**config.mk**
```make
export PLATFORM = sky130hd
export DESIGN_NAME = mem_bus_arbiter
export DESIGN_NICKNAME = d
export VERILOG_FILES = /design/src/rtl/mem_bus_arbiter.sv
export SDC_FILE = /design/constraint.sdc
export NUM_CORES = 1
export LEC_CHECK = 0
export CAP_MARGIN = 20
export CORE_AREA = 5 5 98 100
export DETAILED_ROUTE_END_ITERATION = 10
export DIE_AREA = 0 0 103 105
export MAX_ROUTING_LAYER = met4
export PLACE_DENSITY = 0.67
export SYNTH_ARGS = -nofsm -noshare
export SYNTH_HDL_FRONTEND = slang
export SYNTH_SLANG_ARGS = --single-unit
export TNS_END_PERCENT = 50
```
**constraint.sdc**
```tcl
create_clock -name clk -period 2.7 [get_ports clk]
set_clock_uncertainty 0.15 [all_clocks]
set_input_delay 0.27 -clock clk [delete_from_list [all_inputs] [get_ports clk]]
set_output_delay 0.27 -clock clk [all_outputs]
set_load 0.03 [all_outputs]
```
**src/rtl/mem_bus_arbiter.sv**
```systemverilog
// Two-master arbiter (CPU core and UART debug engine) in front of one synchronous SRAM port.
// Writes issue back-to-back; a read blocks the port until its data returns RD_LAT cycles later.
module mem_bus_arbiter #(
    parameter int AW       = 14,
    parameter int DW       = 32,
    parameter int RD_LAT   = 1,
    parameter int DBG_PRIO = 0
) (
    input  logic            clk,
    input  logic            rst,
    input  logic            c_req,
    input  logic            c_we,
    input  logic [DW/8-1:0] c_be,
    input  logic [AW-1:0]   c_addr,
    input  logic [DW-1:0]   c_wdata,
    output logic            c_gnt,
    output logic            c_rvalid,
    output logic [DW-1:0]   c_rdata,
    input  logic            d_req,
    input  logic            d_we,
    input  logic [DW/8-1:0] d_be,
    input  logic [AW-1:0]   d_addr,
    input  logic [DW-1:0]   d_wdata,
    output logic            d_gnt,
    output logic            d_rvalid,
    output logic [DW-1:0]   d_rdata,
    output logic            m_en,
    output logic            m_we,
    output logic [DW/8-1:0] m_be,
    output logic [AW-1:0]   m_addr,
    output logic [DW-1:0]   m_wdata,
    input  logic [DW-1:0]   m_rdata,
    output logic            state_dbg
);
    // Handshake: a transfer completes at the rising edge where x_req && x_gnt; x_rvalid is a
    // one-cycle pulse carrying read data, and x_gnt never rises without the matching x_req.

    typedef enum logic {IDLE = 1'b0, RD_WAIT = 1'b1} state_t;

    localparam int CW = (RD_LAT > 1) ? $clog2(RD_LAT) : 1;
    localparam logic [CW-1:0] CNT_INIT = CW'(RD_LAT - 1);
    localparam bit DBG_WINS = (DBG_PRIO != 0);

    state_t          state, state_nxt;
    logic [CW-1:0]   rd_cnt, rd_cnt_nxt;
    logic            rd_owner, rd_owner_nxt;        // 0 = core, 1 = debug
    logic            last_winner, last_winner_nxt;  // 0 = core, 1 = debug
    logic            pick_dbg;
    logic            win_we;

    always_ff @(posedge clk or negedge rst) begin
        if (!rst) begin
            state       <= IDLE;
            rd_cnt      <= '0;
            rd_owner    <= 1'b0;
            last_winner <= 1'b1;
        end else begin
            state       <= state_nxt;
            rd_cnt      <= rd_cnt_nxt;
            rd_owner    <= rd_owner_nxt;
            last_winner <= last_winner_nxt;
        end
    end

    always_comb begin
        state_nxt       = state;
        rd_cnt_nxt      = rd_cnt;
        rd_owner_nxt    = rd_owner;
        last_winner_nxt = last_winner;
        pick_dbg        = 1'b0;
        win_we          = 1'b0;
        c_gnt           = 1'b0;
        d_gnt           = 1'b0;
        c_rvalid        = 1'b0;
        d_rvalid        = 1'b0;
        c_rdata         = '0;
        d_rdata         = '0;
        m_en            = 1'b0;
        m_we            = 1'b0;
        m_be            = '0;
        m_addr          = '0;
        m_wdata         = '0;

        case (state)
            IDLE: begin
                if (c_req || d_req) begin
                    // Debug wins when alone, under debug priority, or when the core won last.
                    pick_dbg = d_req && (!c_req || DBG_WINS || !last_winner);
                    win_we   = pick_dbg ? d_we : c_we;
                    m_en     = 1'b1;
                    m_we     = win_we;
                    m_be     = pick_dbg ? d_be    : c_be;
                    m_addr   = pick_dbg ? d_addr  : c_addr;
                    m_wdata  = pick_dbg ? d_wdata : c_wdata;
                    d_gnt    = pick_dbg;
                    c_gnt    = !pick_dbg;
                    last_winner_nxt = pick_dbg;
                    if (!win_we) begin
                        rd_owner_nxt = pick_dbg;
                        rd_cnt_nxt   = CNT_INIT;
                        state_nxt    = RD_WAIT;
                    end
                end
            end
            RD_WAIT: begin
                if (rd_cnt == '0) begin
                    c_rvalid  = !rd_owner;
                    d_rvalid  = rd_owner;
                    c_rdata   = rd_owner ? '0 : m_rdata;
                    d_rdata   = rd_owner ? m_rdata : '0;
                    state_nxt = IDLE;
                end else begin
                    rd_cnt_nxt = rd_cnt - CW'(1);
                end
            end
            default: state_nxt = IDLE;
        endcase

        // Reset must silence the bus at once, not at the next edge.
        if (!rst) begin
            c_gnt    = 1'b0;
            d_gnt    = 1'b0;
            c_rvalid = 1'b0;
            d_rvalid = 1'b0;
            c_rdata  = '0;
            d_rdata  = '0;
            m_en     = 1'b0;
            m_we     = 1'b0;
            m_be     = '0;
            m_addr   = '0;
            m_wdata  = '0;
        end
    end

    assign state_dbg = (state == RD_WAIT);

endmodule

```
==> run summary, run 1 <==
Status - completed
ANT nets after route - 0
Combinational share of power - 81.7%
Clock Sinks - 3
Max Fclk - 0.425 GHz
Sw Ratio - 48.0%
Layout cell share with drive strength beyond 1 - 28.6%
Area leader, netlist - and2_1
DIE AREA - 10800 um2
RSZ-0062 raised after global routing - no
Cell variety after synth - 23
Max VDD drop - 140 uV
Max-slew violation count - 0
Top-area cell type share of the netlist area - 28.0%
Yosys reg bits - 3
Place WS - 330 ps
CTS Hold Bufs - 0
Least-Margin Pin Slew - 384 ps
CP arrival - 1930 ps
Routed via count - 2637
Filler cells - 870
Cell Area, Synth - 1430 um2
Count of final setup violators - 0
Final WL - 9410 um
Worst EP required - 2280 ps
Ys Warns - 0
Placed cell count - 611
Initial antenna violation count - 0
Max H-tree Level - 1
Area grow syn2layout - 171%
Sequential power share - 6.8%
Worst-path clk slew - 30 ps
Top cells by area, synth - and2_1, nand2_1, a21oi_1
Residual overflow from global routing - 0
Int Pwr - 597 uW
Crit Path Category - input port to output pin
Clock power share - 11.5%
Core Area - 8590 um2
Final period util - 87.1%
Syn Nets - 396
Clk_lat worst skew - 220 ps
Slew headroom - 74.4%
Ports - 259
TritonCTS clock tree - yes
Final Non-Filler Cells - 615
Final Hold Viols - 0
Hold WC Path Type - input port to async pin
Vias in the first global route - 2784
Most common cell after layout, fill and taps aside - clkdlybuf4s50_1
NetSw - 551 uW
Ant. Diodes - 0
Setup TNS Final - 0 ps
Inserted Clock Buffers - 3
Seq/Total Area, Yosys - 5.35%
Most frequent cells in the layout - clkdlybuf4s50_1, buf_4, nand2_1
Worst path bufs/invs - 3
DR iter-0 viols - 105
CTS root buf - clkbuf_8
Clock period minus worst slack - 2350 ps
Hpwl dp - 8010 um
CP max FO - 33
Avg Cell Area, Syn - 5.53 um2
# port buffers - 258
Post-Syn Instances - 258
First-pass GRT wire length - 14100 um
Total power - 1150 uW
GRT Resource Usage Total - 16.9%
Critical-path cell list - clkdlybuf4s50_1 > a21bo_1 > buf_12 > nand2_1 > a21oi_1 > buf_4
Number of nets in the layout - 646
Initial Util - 16.6%
Slowest CP cell - clkdlybuf4s50_1
# DRC - 0
Gpl congestion - 0.836
Final core occ - 45.1%
CP endpoint kind - output pin
DRT Pass-1 Iters - 4
Final worst setup slack - 348 ps
Postcts setup bufs - 0
P_leak - 0.00186 uW
Clock Path Buffers - 2
Routed wire per std cell - 15.3 um
Setup crit start kind - input port
Max_cap viols - 0
CP max stage delay - 590 ps
Largest net degree at the start of global routing - 37
Delay-heaviest family, CP - buffers and inverters
Die X - 103 um
Post-CTS sizing - 0
Vias per cell - 4.29
Row cnt - 34
Chip Height - 105 um
PD cells - 296 nW/um2
-- cell type report --
cell class / count / area [um2] / area share (%)
flip-flops and latches: 3 / 76.3 / 1.97
repair buffers: 267 / 2410 / 62.3
clock buffers: 4 / 45.0 / 1.16
well taps: 108 / 135 / 3.49
inverters: 2 / 7.51 / 0.194
multi-input cells: 231 / 1200 / 30.9
-- cell usage after synthesis (all sizes together) --
library cell	n
and2	64
inv	2
nor4	1
nor2	4
nand2	101
a211o	1
buf	18
a21boi	1
a21oi	51
nor3b	1
dfstp	1
clkbuf	4
nand3b	1
o31a	1
dfrtp	2
mux2i	1
a31oi	1
a21bo	1
and3	2
-- cell families after synthesis --
kind of cell           share of synthesized area [%]
AND/OR/NAND/NOR                                 59.4
AO/OA/AOI/OAI                                   23.7
buffers and inverters                           10.9
flip-flops                                      5.35
multiplexers                                   0.701
-- power by group through the flow --
stage / logic (uW) / clock network, uW / registers, uW
final: 938 / 132 / 77.8
after CTS: 950 / 135 / 77.8
after floorplan: 501 / 0 / 79.1
after global placement: 940 / 0 / 77.7
after detailed placement: 944 / 0 / 78.1
after global routing: 1010 / 140 / 81.3
-- per-stage QoR --
| step | hold WS [ps] | instance area [um2] |
|---|---|---|
| global placement | 390 | 3830 |
| detailed placement | 394 | 3830 |
| CTS | 163 | 3870 |
| floorplan | -176 | 1430 |
| global route | 182 | 3870 |
| finish | 158 | 3870 |
-- final timing paths --
check / start / to / slack, ps / cells after the start
max: c_req / m_wdata[0] / 350 / 6
min: rst / rd_owner / 160 / 1
max reg2reg: last_winner / state_dbg / 1090 / 3
min reg2reg: last_winner / last_winner / 400 / 2
max in group asynchronous: rst / last_winner / 1950 / 1
min in group clk: last_winner / last_winner / 400 / 2
-- routing by layer --
layer / share of wire [%] / GRT usage, % / up-vias / wire, um
met5: 0 / - / - / 0
met4: 0.93 / 3.70 / 0 / 88
met3: 9.8 / 4.00 / 6 / 923
met2: 52 / 30.1 / 139 / 4930
met1: 37 / 18.7 / 1175 / 3470
li1: - / - / 1317 / -
-- flip-flops by register name, summed over array words and instances (netlist names) --
name and flops:
last_winner 1, state_dbg 1, rd_owner 1
Power figures use the tool's default switching activity.
==> run 2, diff against run 1 <==
--- a/config.mk
+++ b/config.mk
@@ -7,6 +7,7 @@
 export LEC_CHECK = 0
 export CAP_MARGIN = 20
 export CORE_AREA = 5 5 98 100
+export CTS_BUF_LIST = sky130_fd_sc_hd__clkbuf_4 sky130_fd_sc_hd__clkbuf_8
 export DETAILED_ROUTE_END_ITERATION = 10
 export DIE_AREA = 0 0 103 105
 export MAX_ROUTING_LAYER = met4
@@ -14,4 +15,3 @@
 export SYNTH_ARGS = -nofsm -noshare
 export SYNTH_HDL_FRONTEND = slang
 export SYNTH_SLANG_ARGS = --single-unit
-export TNS_END_PERCENT = 50
==> constraint.sdc (replaced) <==
create_clock -name clk -period 2.7 [get_ports clk]
set_clock_uncertainty 0.15 [all_clocks]
set_input_delay 0.405 -clock clk [delete_from_list [all_inputs] [get_ports clk]]
set_output_delay 0.405 -clock clk [all_outputs]
set_load 0.03 [all_outputs]
==> run 2 against run 1 <==
  * Sequential share of layout area is essentially flat
  * Setup slack lost 140 ps
  * Power increased by 0.70%
  * Combinational power hardly changed
  * Hold slack improved by 210 ps
  * Flip-flop and latch count did not move
  * Clock-buffer cell count unchanged
  * Sequential power grew 0.6%
  * Critical path depth did not move
==> run summary, run 2 (synthesis gave the netlist of run 1 again) <==
Layout cell share with drive strength beyond 1 - 28.9%
Vias in the first global route - 2689
Final period util - 92.1%
Sequential power share - 6.8%
Critical-path cell list - clkdlybuf4s50_1 > a21bo_1 > buf_12 > nand2_1 > a21oi_1 > buf_4
Crit. path cell count - 6
# port buffers - 258
CP endpoint kind - output pin
Initial antenna violation count - 0
Max Fclk - 0.402 GHz
Combinational share of power - 81.2%
DR iter-0 viols - 92
Clock Sinks - 3
Setup TNS Final - 0 ps
Max-slew violation count - 0
RSZ-0062 raised after global routing - no
Routed via count - 2607
Area grow syn2layout - 171%
Number of nets in the layout - 647
Row cnt - 34
DIE AREA - 10800 um2
PD cells - 299 nW/um2
Least-Margin Pin Slew - 356 ps
Worst EP required - 2140 ps
Max VDD drop - 128 uV
Count of final setup violators - 0
Cell Area, Placed - 3820 um2
Inserted Clock Buffers - 3
# DRC - 0
End of the worst register-to-register path - state_dbg
Crit Path Category - input port to output pin
First-pass GRT wire length - 14000 um
Gpl congestion - 0.789
GRT Resource Usage Total - 16.8%
Max H-tree Level - 1
Most common cell after layout, fill and taps aside - clkdlybuf4s50_1
Vias per cell - 4.23
Clock Path Buffers - 2
Sw Ratio - 47.6%
Die X - 103 um
Max_cap viols - 0
Worst-path clk slew - 30 ps
Most frequent cells in the layout - clkdlybuf4s50_1, buf_4, nand2_1
Chip Height - 105 um
Final core occ - 45.0%
Initial Util - 16.6%
DRT Pass-1 Iters - 5
Clock power share - 12.0%
Reg-to-reg startpoint - last_winner
CP max FO - 37
R2r setup slk - 1190 ps
Core Area - 8590 um2
Delay-heaviest family, CP - buffers and inverters
CTS Hold Bufs - 0
CP max stage delay - 580 ps
Worst Setup SP - c_req
Int Pwr - 606 uW
Ports - 259
Routed wire per std cell - 15.4 um
Slew headroom - 76.2%
Residual overflow from global routing - 0
Design Area, Final - 3870 um2
Hpwl dp - 7970 um
Ant. Diodes - 0
Post-CTS sizing - 0
Critical Path End - m_wdata[25]
CTS root buf - clkbuf_8
Slowest CP cell - clkdlybuf4s50_1
Largest net degree at the start of global routing - 38
Postcts setup bufs - 0
Clock period minus worst slack - 2490 ps
Final Hold Viols - 0
NetSw - 550 uW
P_leak - 0.00187 uW
Worst path bufs/invs - 3
Status - completed
Final WL - 9490 um
TritonCTS clock tree - yes
Clk_lat worst skew - 210 ps
Setup crit start kind - input port
CP arrival - 1930 ps
Reg2reg path depth - 3
Hold WC Path Type - input port to async pin
ANT nets after route - 0
==> run 2: layer usage <==
layer	GRT usage, %	vias to the layer above	part of all wire (%)
met5	-	-	0
met4	3.98	0	1.1
met3	4.80	6	11
met2	29.8	146	52
met1	18.2	1137	36
li1	-	1318	-
==> run 2: cell type report <==
type | count | area, um2
Sequential cell | 3 | 76.3
Tap cell | 108 | 135
Multi-Input combinational cell | 231 | 1200
Fill cell | 870 | 4720
Clock buffer | 4 | 48.8
Timing Repair Buffer | 268 | 2410
Inverter | 2 | 7.51
==> run 2: worst min path at each step <==
stage | startpoint | endpoint | slack, ps | depth (start not counted)
finish | rst | rd_owner | 360 | 2
global placement | last_winner | last_winner | 400 | 2
global route | rst | rd_owner | 370 | 2
CTS | rst | rd_owner | 360 | 2
floorplan | rst | rd_owner | -40 | 0
detailed placement | state_dbg | state_dbg | 410 | 1
==> run 2: through the flow <==
step,hold WS (ps),instances,total power (uW),worst slack (ps)
floorplan,-40.6,258,580,628
global placement,396,612,1020,243
detailed placement,410,612,1020,215
CTS,361,616,1170,208
global route,375,616,1240,111
finish,365,616,1160,212
==> run 2: power by group through the flow <==
stage | sequential (uW) | clock, uW | combinational (uW)
after global routing | 81.2 | 150 | 1010
final | 78.3 | 139 | 939
after detailed placement | 79.2 | 0 | 943
after CTS | 78.7 | 143 | 949
after global placement | 78.2 | 0 | 938
after floorplan | 79.1 | 0 | 501
==> run 3, diff against run 2 <==
--- a/config.mk
+++ b/config.mk
@@ -15,3 +15,4 @@
 export SYNTH_ARGS = -nofsm -noshare
 export SYNTH_HDL_FRONTEND = slang
 export SYNTH_SLANG_ARGS = --single-unit
+export TNS_END_PERCENT = 30
==> results of run 3 <==
Same layout as run 2: the final DEF is identical, and so are final timing and power.
